## src/rtl/maj_pkg.sv

```systemverilog
// Shared definitions for the majority-netlist BIST harness: LFSR taps, FSM states
// and the majority threshold helper.
package maj_pkg;

    // Galois taps for x^64 + x^63 + x^61 + x^60 + 1, right-shifting form.
    localparam logic [63:0] MAJ_LFSR_POLY = 64'hD800_0000_0000_0000;

    typedef enum logic [2:0] {
        ST_IDLE    = 3'd0,
        ST_LOAD    = 3'd1,
        ST_COUNT   = 3'd2,
        ST_COMPARE = 3'd3,
        ST_DONE    = 3'd4
    } maj_bist_state_t;

    function automatic int maj_thresh(input int n);
        return (n + 1) / 2;
    endfunction

endpackage

```

## src/rtl/maj_vec_gen.sv

```systemverilog
// Test-vector generator: 64-bit incrementing counter or right-shifting Galois LFSR.
// Latency: state updates on the edge where load or adv is high; load has priority.
module maj_vec_gen
    import maj_pkg::*;
(
    input  logic        clk,
    input  logic        rst,
    input  logic        load,
    input  logic        adv,
    input  logic        mode,
    input  logic [63:0] seed,
    output logic [63:0] state_o
);

    logic [63:0] state_q, state_d;
    logic        mode_q, mode_d;
    logic [63:0] lfsr_next;

    assign lfsr_next = (state_q >> 1) ^ (state_q[0] ? MAJ_LFSR_POLY : 64'd0);

    always_comb begin
        state_d = state_q;
        mode_d  = mode_q;
        if (load) begin
            mode_d = mode;
            // An all-zero LFSR would lock up, so a zero seed starts from 1 instead.
            state_d = (mode && (seed == 64'd0)) ? 64'd1 : seed;
        end else if (adv) begin
            state_d = mode_q ? lfsr_next : state_q + 64'd1;
        end
    end

    always_ff @(posedge clk or posedge rst) begin
        if (rst) begin
            state_q <= 64'd0;
            mode_q  <= 1'b0;
        end else begin
            state_q <= state_d;
            mode_q  <= mode_d;
        end
    end

    assign state_o = state_q;

endmodule

```

## config.mk

```make
export PLATFORM = sky130hd
export DESIGN_NAME = maj_vec_gen
export DESIGN_NICKNAME = d
export VERILOG_FILES = /design/src/rtl/maj_pkg.sv /design/src/rtl/maj_vec_gen.sv
export SDC_FILE = /design/constraint.sdc
export NUM_CORES = 1
export LEC_CHECK = 0
export BUFFER_PORTS_ARGS = -buffer_cell sky130_fd_sc_hd__buf_2
export CAP_MARGIN = 20
export CORE_MARGIN = 5
export CORE_UTILIZATION = 35
export CTS_CLUSTER_DIAMETER = 60
export DETAILED_ROUTE_END_ITERATION = 10
export PLACE_DENSITY = 0.6
export SLEW_MARGIN = 20
export SYNTH_ARGS = -nofsm -noshare
export SYNTH_HDL_FRONTEND = slang
export SYNTH_SLANG_ARGS = --single-unit
```

## constraint.sdc

```tcl
create_clock -name clk -period 3.5 [get_ports clk]
set_clock_uncertainty 0.1 [all_clocks]
set_input_delay 0.175 -clock clk [delete_from_list [all_inputs] [get_ports clk]]
set_output_delay 0.175 -clock clk [all_outputs]
set_load 0.005 [all_outputs]
```

==> results of run 1 <==
[flip-flops by register name, indices dropped and copies added, names as in the netlist]
name / count
state_o: 64
mode_q: 1
[path summary, 6_finish.rpt]
| kind | to | slack, ns | depth (start not counted) |
|---|---|---|---|
| max | state_o[61]$_DFFE_PP0P_ | 0.56 | 5 |
| min | state_o[0]$_DFFE_PP0P_ | 0.004 | 3 |
| max reg2reg | state_o[61]$_DFFE_PP0P_ | 0.56 | 5 |
| min reg2reg | state_o[18]$_DFFE_PP0P_ | 0.55 | 2 |
| max in group asynchronous | mode_q$_DFFE_PP0P_ | 2.62 | 4 |
| min in group asynchronous | state_o[11]$_DFFE_PP0P_ | 0.37 | 4 |
[per-layer routing]
metal | GRT usage | part of all wire | up-vias
met1 | 0.339 | 0.44 | 3339
li1 | - | - | 3263
met3 | 0.0431 | 0.083 | 35
met5 | 0 | 0 | -
met4 | 0.0749 | 0.019 | 0
met2 | 0.377 | 0.46 | 353
[cell type report]
cell class	count	area share
clock inverter	2	0.00142
tap	216	0.0384
sequential	65	0.231
timing repair buffer	168	0.141
multi-input combinational	621	0.526
inverter	40	0.0213
clock buffer	14	0.0404
[power breakdown]
group	internal [mW]	switching, mW
Sequential	0.855	0.241
Clock	0.555	0.354
Combinational	0.348	0.476
Total	1.76	1.07
[cell families after synthesis]
logic type,count (synthesis),share of synthesized area
multiplexers,13,0.0239
adder cells (fa/ha/maj),1,0.00217
AO/OA/AOI/OAI,237,0.271
buffers and inverters,111,0.0748
AND/OR/NAND/NOR,363,0.335
XOR/XNOR,7,0.0107
flip-flops,65,0.283
[synth_stat cells, drive strengths merged, types with 11 or more instances]
master and instances:
nand2 76, nor2 67, dfrtp 65, a21oi 63, o21ai 54, clkbuf 53
nand3 46, nor4 45, inv 39, nand4 35, nor3 24, a311oi 22
buf 18, a31oi 17, or4 15, and3 13, a211oi 11
[critical path, delay by kind of cell (launching register included)]
kind | cells | cell delay, ns
compound gates | 1 | 0.23
simple gates | 4 | 2.05
flops | 1 | 0.47
[through the flow]
step / instance area (µm²) / hold slack (ns) / util / setup slack, ns
after floorplan: 5750 / 0.190 / - / 0.963
after detailed placement: 6600 / 0.192 / 0.413 / 0.618
after global routing: 7040 / 0.0355 / 0.440 / 0.381
after global placement: 6600 / 0.191 / 0.413 / 0.704
after CTS: 7040 / 0.00406 / 0.440 / 0.609
final: 7040 / 0.00372 / 0.440 / 0.558
[repair_timing]
action	CTS	global route
hold endpoints to repair	78	0
hold buffers	14	0
resized for setup	0	0
==> results.toml, run 1 <==
[route]
antenna_left = 0
drtIter0Drc = 689
wirelength_um = 23900
drt_first_pass_iters = 6
routedWlPerCell_um = 21.2
drc_errors = 0
via_per_inst = 6.21
num_vias = 6990

[final_layout]
layout_common_cells = "buf_2, nand2_1, nor2_1, dfrtp_1, a21oi_1"
final_common_cell = "buf_2"
final_cells = 1126
layout-drive-gt1-share = 0.212
diodes = 0
syn_to_final_growth_pct = 22.3
fillCellCount = 1723
multi_input_area_um2 = 3700
layout.nets = 975
regArea_um2 = 1630

[critical_path]
critPathLaunchType = "flop"
cp_slowest_cell = "nor4_2"
cp.arrival_ns = 3.10
setup.worst_path.start = "state_o[4]$_DFFE_PP0P_"
cp.required_ns = 3.66
crit_type = "reg -> reg"
cp_max_fo = 14
slowest_delay_ns = 0.71
r2r-start = "state_o[4]$_DFFE_PP0P_"
crit_path_cell_trace = "nand4_2 > nor4_2 > nand3_1 > or4_1 > a211oi_1"
worstSetupEndpointType = "flop"

[floorplan]
die_x_um = 138
io_pins = 133
initial_core_util = 0.360
dieArea_um2 = 19100
die_y_um = 138
fp-row-count = 46
core_um2 = 16000

[timing]
max_freq_ghz = 0.340
fin_crit_ns = 2.94
finalSetupViolations = 0
final.period_utilization = 0.841
hold_viol = 0
finalSetupTns_ns = 0
slew_viol_final = 0
rsz0062_at_grt = "no"
tightest_slew_ns = 0.702
relSlewSlack = 0.528

[global_routing]
grt_max_degree = 105
grt_usage = 0.241
gr-total-overflow = 0
antenna_found_initial = 0
grt_pass1_vias = 6494
grt_pass1_wl_um = 37600

[synth]
synth_area_um2 = 5750
synth_nets = 867
ys_types = 66
syn_avg_cell_area_um2 = 7.22
ys_warn_count = 0
yosys.area.top_type_share = 0.283
synth-edff-count = 0
synth_area_leader_cell = "dfrtp_1"
ys_seq_area_frac = 0.283
syn-instance-count = 797
ys.flop_type = "dfrtp_1"
async_reset_ff_frac = 1.00
synth_seq_cells = 65
ys_top_cells_by_area = "dfrtp_1, a21oi_1, nand2_1, nor4_1, o21ai_0"

[run_status]
run_status = "complete, no violations"

[clocking]
clk_latency_ns = 0.34
clk_pin_slew_ns = 0.06
cts_tree = "built"
cts_buffers = 9
post_cts_buffers = 0
htreeDepth = 3
tritoncts_num_sinks = 65
clock_path_buffers = 2
root_buffer = "clkbuf_16"

[pwr]
p_leak_nw = 2.82
fin_total_pwr_mw = 2.83
power.density_nw_per_um2 = 402
ir_drop_v = 0.000237

[min_path]
hp-start = "seed[0]"
hp-class = "in -> reg"

[placement]
dpl.hpwl_um = 17200
port-buffer-count = 132
gp_congestion = 0.928
placed_cells = 1096

[flow_run]
max_cap_violations = 0
(Power assumes the default switching activity.)
==> inputs of run 2 (changes only) <==
Settings changed: PLACE_DENSITY 0.6 to 0.62.
Clock period 3.5 ns to 2.6 ns, I/O delays scaled along.
==> results.toml, run 2 (synthesis gave the netlist of run 1 again) <==
[route]
via_per_inst = 6.19
wirelength_um = 25000
drtIter0Drc = 910
drc_errors = 0
routedWlPerCell_um = 20.9
num_vias = 7396
antenna_left = 0
drt_first_pass_iters = 7

[clocking]
root_buffer = "clkbuf_16"
cts_buffers = 9
post_cts_buffers = 0
htreeDepth = 3
cts_tree = "built"
tritoncts_num_sinks = 65
clk_latency_ns = 0.35
clk_pin_slew_ns = 0.06
clock_path_buffers = 2

[min_path]
hp-class = "in -> reg"
hold-path-cell-count = 3
hp-start = "seed[57]"
hold_end = "state_o[57]$_DFFE_PP0P_"

[final_layout]
final_common_cell = "buf_2"
largest_reg_flops = 64
layout-drive-gt1-share = 0.252
fillCellCount = 1653
final_cells = 1194
syn_to_final_growth_pct = 31.5
layout_common_cells = "buf_2, nand2_1, buf_4, nor2_1, dfrtp_1"
layout.nets = 1042

[critical_path]
reg2reg_depth = 5
r2r-start = "state_o[27]$_DFFE_PP0P_"
cp_slowest_cell = "or4_1"
crit_path_cell_trace = "nand4_1 > or4_1 > or3_4 > mux2_1 > a211oi_2"
cp.arrival_ns = 2.66
slowest_delay_ns = 0.73
critPathLaunchType = "flop"
reg2reg_setup_slack_ns = 0.11
r2r_end = "state_o[58]$_DFFE_PP0P_"
worstSetupEndpointType = "flop"
cp_max_fo = 8
crit_type = "reg -> reg"
cp.required_ns = 2.77

[global_routing]
antenna_found_initial = 0
grt_max_degree = 67
grt_pass1_vias = 6845
grt_usage = 0.250
gr-total-overflow = 0
grt_pass1_wl_um = 38800

[timing]
rsz0062_at_grt = "no"
relSlewSlack = 0.515
finalSetupViolations = 0
finalSetupTns_ns = 0
max_freq_ghz = 0.402
tightest_slew_ns = 0.720
fin_crit_ns = 2.49
hold_viol = 0
final.period_utilization = 0.956
slew_viol_final = 0

[pwr]
p_leak_nw = 3.13
power.density_nw_per_um2 = 519
ir_drop_v = 0.000339

[placement]
placed_cells = 1150
gp_congestion = 0.909
port-buffer-count = 132
dpl.hpwl_um = 18400

[floorplan]
die_x_um = 138
core_um2 = 16000
dieArea_um2 = 19100
die_y_um = 138
initial_core_util = 0.360
io_pins = 133
fp-row-count = 46

[flow_run]
max_cap_violations = 0

[run_status]
run_status = "complete, no violations"
[run 2: cell count changes in the layout (fill, tap and decap cells not counted), sizes merged]
cell,previous run,this run
diode,0,1
clkbuf,14,13
buf,154,208
clkinv,3,4
dlygate4sd3,14,27
[run 2: timing repair]
item | CTS | global route
endpoints found under the hold margin | 46 | 0
endpoints found under the setup margin | 0 | 1
resized for setup | 0 | 1
hold buffers | 27 | 0
[run 2: worst max-delay path by stage]
stage	startpoint	to	slack (ns)	cells past startpoint
after global placement	state_o[0]$_DFFE_PP0P_	state_o[34]$_DFFE_PP0P_	0.18	6
after CTS	state_o[0]$_DFFE_PP0P_	state_o[34]$_DFFE_PP0P_	0.13	6
after global routing	state_o[6]$_DFFE_PP0P_	state_o[61]$_DFFE_PP0P_	0.002	7
final	state_o[27]$_DFFE_PP0P_	state_o[58]$_DFFE_PP0P_	0.11	5
after floorplan	state_o[1]$_DFFE_PP0P_	state_o[58]$_DFFE_PP0P_	0.06	7
after detailed placement	state_o[0]$_DFFE_PP0P_	state_o[34]$_DFFE_PP0P_	0.13	6
[run 2: cell type report]
class / count / area, µm² / area share
Antenna cell: 1 / 2.50 / 0.000331
Clock buffer: 13 / 260 / 0.0344
Clock inverter: 3 / 15.0 / 0.00198
Inverter: 40 / 150 / 0.0198
Multi-Input combinational cell: 621 / 3710 / 0.490
Sequential cell: 65 / 1630 / 0.215
Tap cell: 216 / 270 / 0.0357
Timing Repair Buffer: 235 / 1530 / 0.202
[run 2: per-stage QoR]
stage	worst slack (ns)	hold WS, ns	utilization	power (mW)	instance area (µm²)
2_1_floorplan	0.0635	0.145	-	2.08	5750
4_1_cts	0.133	0.000433	0.472	3.91	7550
3_3_place_gp	0.180	0.0922	0.438	2.70	7010
5_1_grt	0.00156	0.0143	0.473	4.13	7560
6_report	0.113	0.00714	0.473	3.92	7570
3_5_place_dp	0.135	0.0984	0.438	2.70	7010
[run 2: where the power goes]
part	switching (mW)	internal (mW)
Sequential	0.212	1.15
Combinational	0.796	0.585
Clock	0.484	0.693
[run 2: worst max-delay path, delay by kind of cell (launching register included)]
| kind | cells | cell delay [ns] |
|---|---|---|
| multiplexers | 1 | 0.33 |
| flip-flops | 1 | 0.50 |
| AND/OR/NAND/NOR | 3 | 1.29 |
| AO/OA/AOI/OAI | 1 | 0.19 |
[run 2: per-layer routing]
metal  vias to the layer above  wire length (µm)  track usage
li1                       3392                 -            -
met1                      3506             10700        0.355
met2                       442             11200        0.377
met3                        56              2320       0.0459
met4                         0               773       0.0988
met5                         -                 0            0
==> inputs of run 3 (changes only) <==
Settings changed: ABC_AREA set to 1.
==> results.toml, run 3 <==
[critical_path]
cp_max_fo = 10
cp.required_ns = 2.74
critPathTopFamily = "simple AND/OR/NAND/NOR gates"
cp.arrival_ns = 2.53
reg2reg_depth = 12
crit_buf_inv = 3
r2r-start = "state_o[0]$_DFFE_PP0P_"
critPathLaunchType = "flop"
slowest_delay_ns = 0.53
crit_path_cell_trace = "ha_1 > nand2_1 > nor2_2 > nand3_1 > inv_1 > nand2_1 > inv_1 > nand2_1 > nand3_1 > nand3b_1 > o21ai_0 > inv_1"
cp_slowest_cell = "dfrtp_1"
worstSetupEndpointType = "flop"
crit_type = "reg -> reg"
reg2reg_setup_slack_ns = 0.21
r2r_end = "state_o[26]$_DFFE_PP0P_"

[placement]
gp_congestion = 1.05
port-buffer-count = 132
placed_cells = 1365
place_ws_ns = 0.252
dpl.hpwl_um = 18500

[synth]
synth_nets = 1102
synth_area_leader_cell = "dfrtp_1"
ys_seq_area_frac = 0.274
ys_types = 33
synth_seq_cells = 65
ys_warn_count = 0
synth-edff-count = 0
yosysMostFrequentCell = "nand2_1"
syn_avg_cell_area_um2 = 5.76
synth_commonest_cells = "nand2_1, nor2_1, inv_1"
synth_area_um2 = 5940
async_reset_ff_frac = 1.00
ys_top_cells_by_area = "dfrtp_1, nand2_1, nor2_1, a21oi_1, nand3_1"
syn-instance-count = 1032
yosys.area.top_type_share = 0.274
ys.flop_type = "dfrtp_1"

[pwr]
pwr-share-seq = 0.369
ir_drop_v = 0.000280
power_frac_comb = 0.310
fin_total_pwr_mw = 3.85
power_switching_mw = 1.48
p_leak_nw = 3.51
power.density_nw_per_um2 = 515
clockPowerShare = 0.321
p_int_mw = 2.37
p_sw_frac = 0.384

[floorplan]
initial_core_util = 0.357
dieArea_um2 = 19700
io_pins = 133
fp-row-count = 47
core_um2 = 16600
die_y_um = 140
die_x_um = 140

[clocking]
clk_pin_slew_ns = 0.06
clock_path_buffers = 2
htreeDepth = 3
cts_tree = "built"
cts_buffers = 9
post_cts_resized = 0
clk_latency_ns = 0.35
root_buffer = "clkbuf_16"
tritoncts_num_sinks = 65

[route]
via_per_inst = 5.28
drt_first_pass_iters = 5
routedWlPerCell_um = 17.2
antenna_left = 0
drtIter0Drc = 694
wirelength_um = 24200
num_vias = 7434
drc_errors = 0

[final_layout]
final_cells = 1408
fillCellCount = 1827
largest_reg_flops = 64
layout.nets = 1253
syn_to_final_growth_pct = 25.7
layout-drive-gt1-share = 0.177
diodes = 0
final_common_cell = "nand2_1"
layout_common_cells = "nand2_1, nor2_1, buf_2, inv_1, a21oi_1"

[flow_run]
max_cap_violations = 0

[timing]
hold_viol = 0
setup_ws_ns = 0.211
fin_crit_ns = 2.39
finalSetupTns_ns = 0
rsz0062_at_grt = "no"
final.period_utilization = 0.919
tightest_slew_ns = 0.508
max_freq_ghz = 0.419
finalSetupViolations = 0
slew_viol_final = 0
relSlewSlack = 0.660

[min_path]
hold_end = "state_o[39]$_DFFE_PP0P_"
hold-path-cell-count = 3
hp-start = "seed[39]"
hp-class = "in -> reg"

[global_routing]
grt_pass1_vias = 6795
grt_pass1_wl_um = 37900
grt_usage = 0.241
grt_max_degree = 95
gr-total-overflow = 0
antenna_found_initial = 0

[run_status]
run_status = "complete, no violations"
run 3: cells by family after synthesis:
group | share of synthesized area
adders and majority gates | 0.00210
AOI/OAI and AO/OA | 0.166
DFF | 0.274
and+or+nand+nor | 0.460
buffers and inverters | 0.0897
xor gates and xnor gates | 0.00884
run 3: worst max path at each step:
stage / start / endpoint / cells past startpoint
finish: state_o[0]$_DFFE_PP0P_ / state_o[26]$_DFFE_PP0P_ / 12
global route: state_o[0]$_DFFE_PP0P_ / state_o[42]$_DFFE_PP0P_ / 12
CTS: state_o[0]$_DFFE_PP0P_ / state_o[26]$_DFFE_PP0P_ / 12
detailed placement: state_o[0]$_DFFE_PP0P_ / state_o[26]$_DFFE_PP0P_ / 12
global placement: state_o[0]$_DFFE_PP0P_ / state_o[26]$_DFFE_PP0P_ / 12
floorplan: rst / mode_q$_DFFE_PP0P_ / 1
run 3: layer usage:
metal	GRT usage	up-vias	wire length (µm)
li1	-	3645	-
met1	0.357	3471	11500
met3	0.0358	28	1800
met5	0	-	0
met2	0.361	290	10400
met4	0.0704	0	517
run 3: tightest hold or removal path, cell delays in order:
cell and delay [ns]:
buf_2 0.09, a21oi_1 0.05, a21oi_1 0.14
run 3: repair_timing:
| item | 4_1_cts | 5_1_grt |
|---|---|---|
| hold buffers | 27 | 0 |
| endpoints found under the hold margin | 40 | 0 |
| setup buffers | 0 | 0 |
run 3: through the flow:
step           utilization  instance area (µm²)  hold slack (ns)
2_1_floorplan            -                 5940            0.160
3_3_place_gp         0.415                 6900           0.0288
6_report             0.449                 7470          0.00835
3_5_place_dp         0.415                 6900           0.0273
4_1_cts              0.449                 7470          0.00110
5_1_grt              0.449                 7470           0.0130
run 3: power groups by stage:
stage	Combinational (mW)	Sequential, mW	Clock, mW
after floorplan	0.693	1.38	0
after global placement	1.15	1.43	0
after detailed placement	1.15	1.43	0
after CTS	1.19	1.41	1.24
after global routing	1.35	1.45	1.27
final	1.19	1.42	1.23
run 3: cell type report:
cell class,instances,area (µm²),area share
clock buffers,14,284,0.0380
clock inverters,2,10.0,0.00134
inverters,104,390,0.0523
multi-input cells,826,3790,0.507
flip-flops and latches,65,1630,0.218
well taps,220,275,0.0369
repair buffers,177,1090,0.146
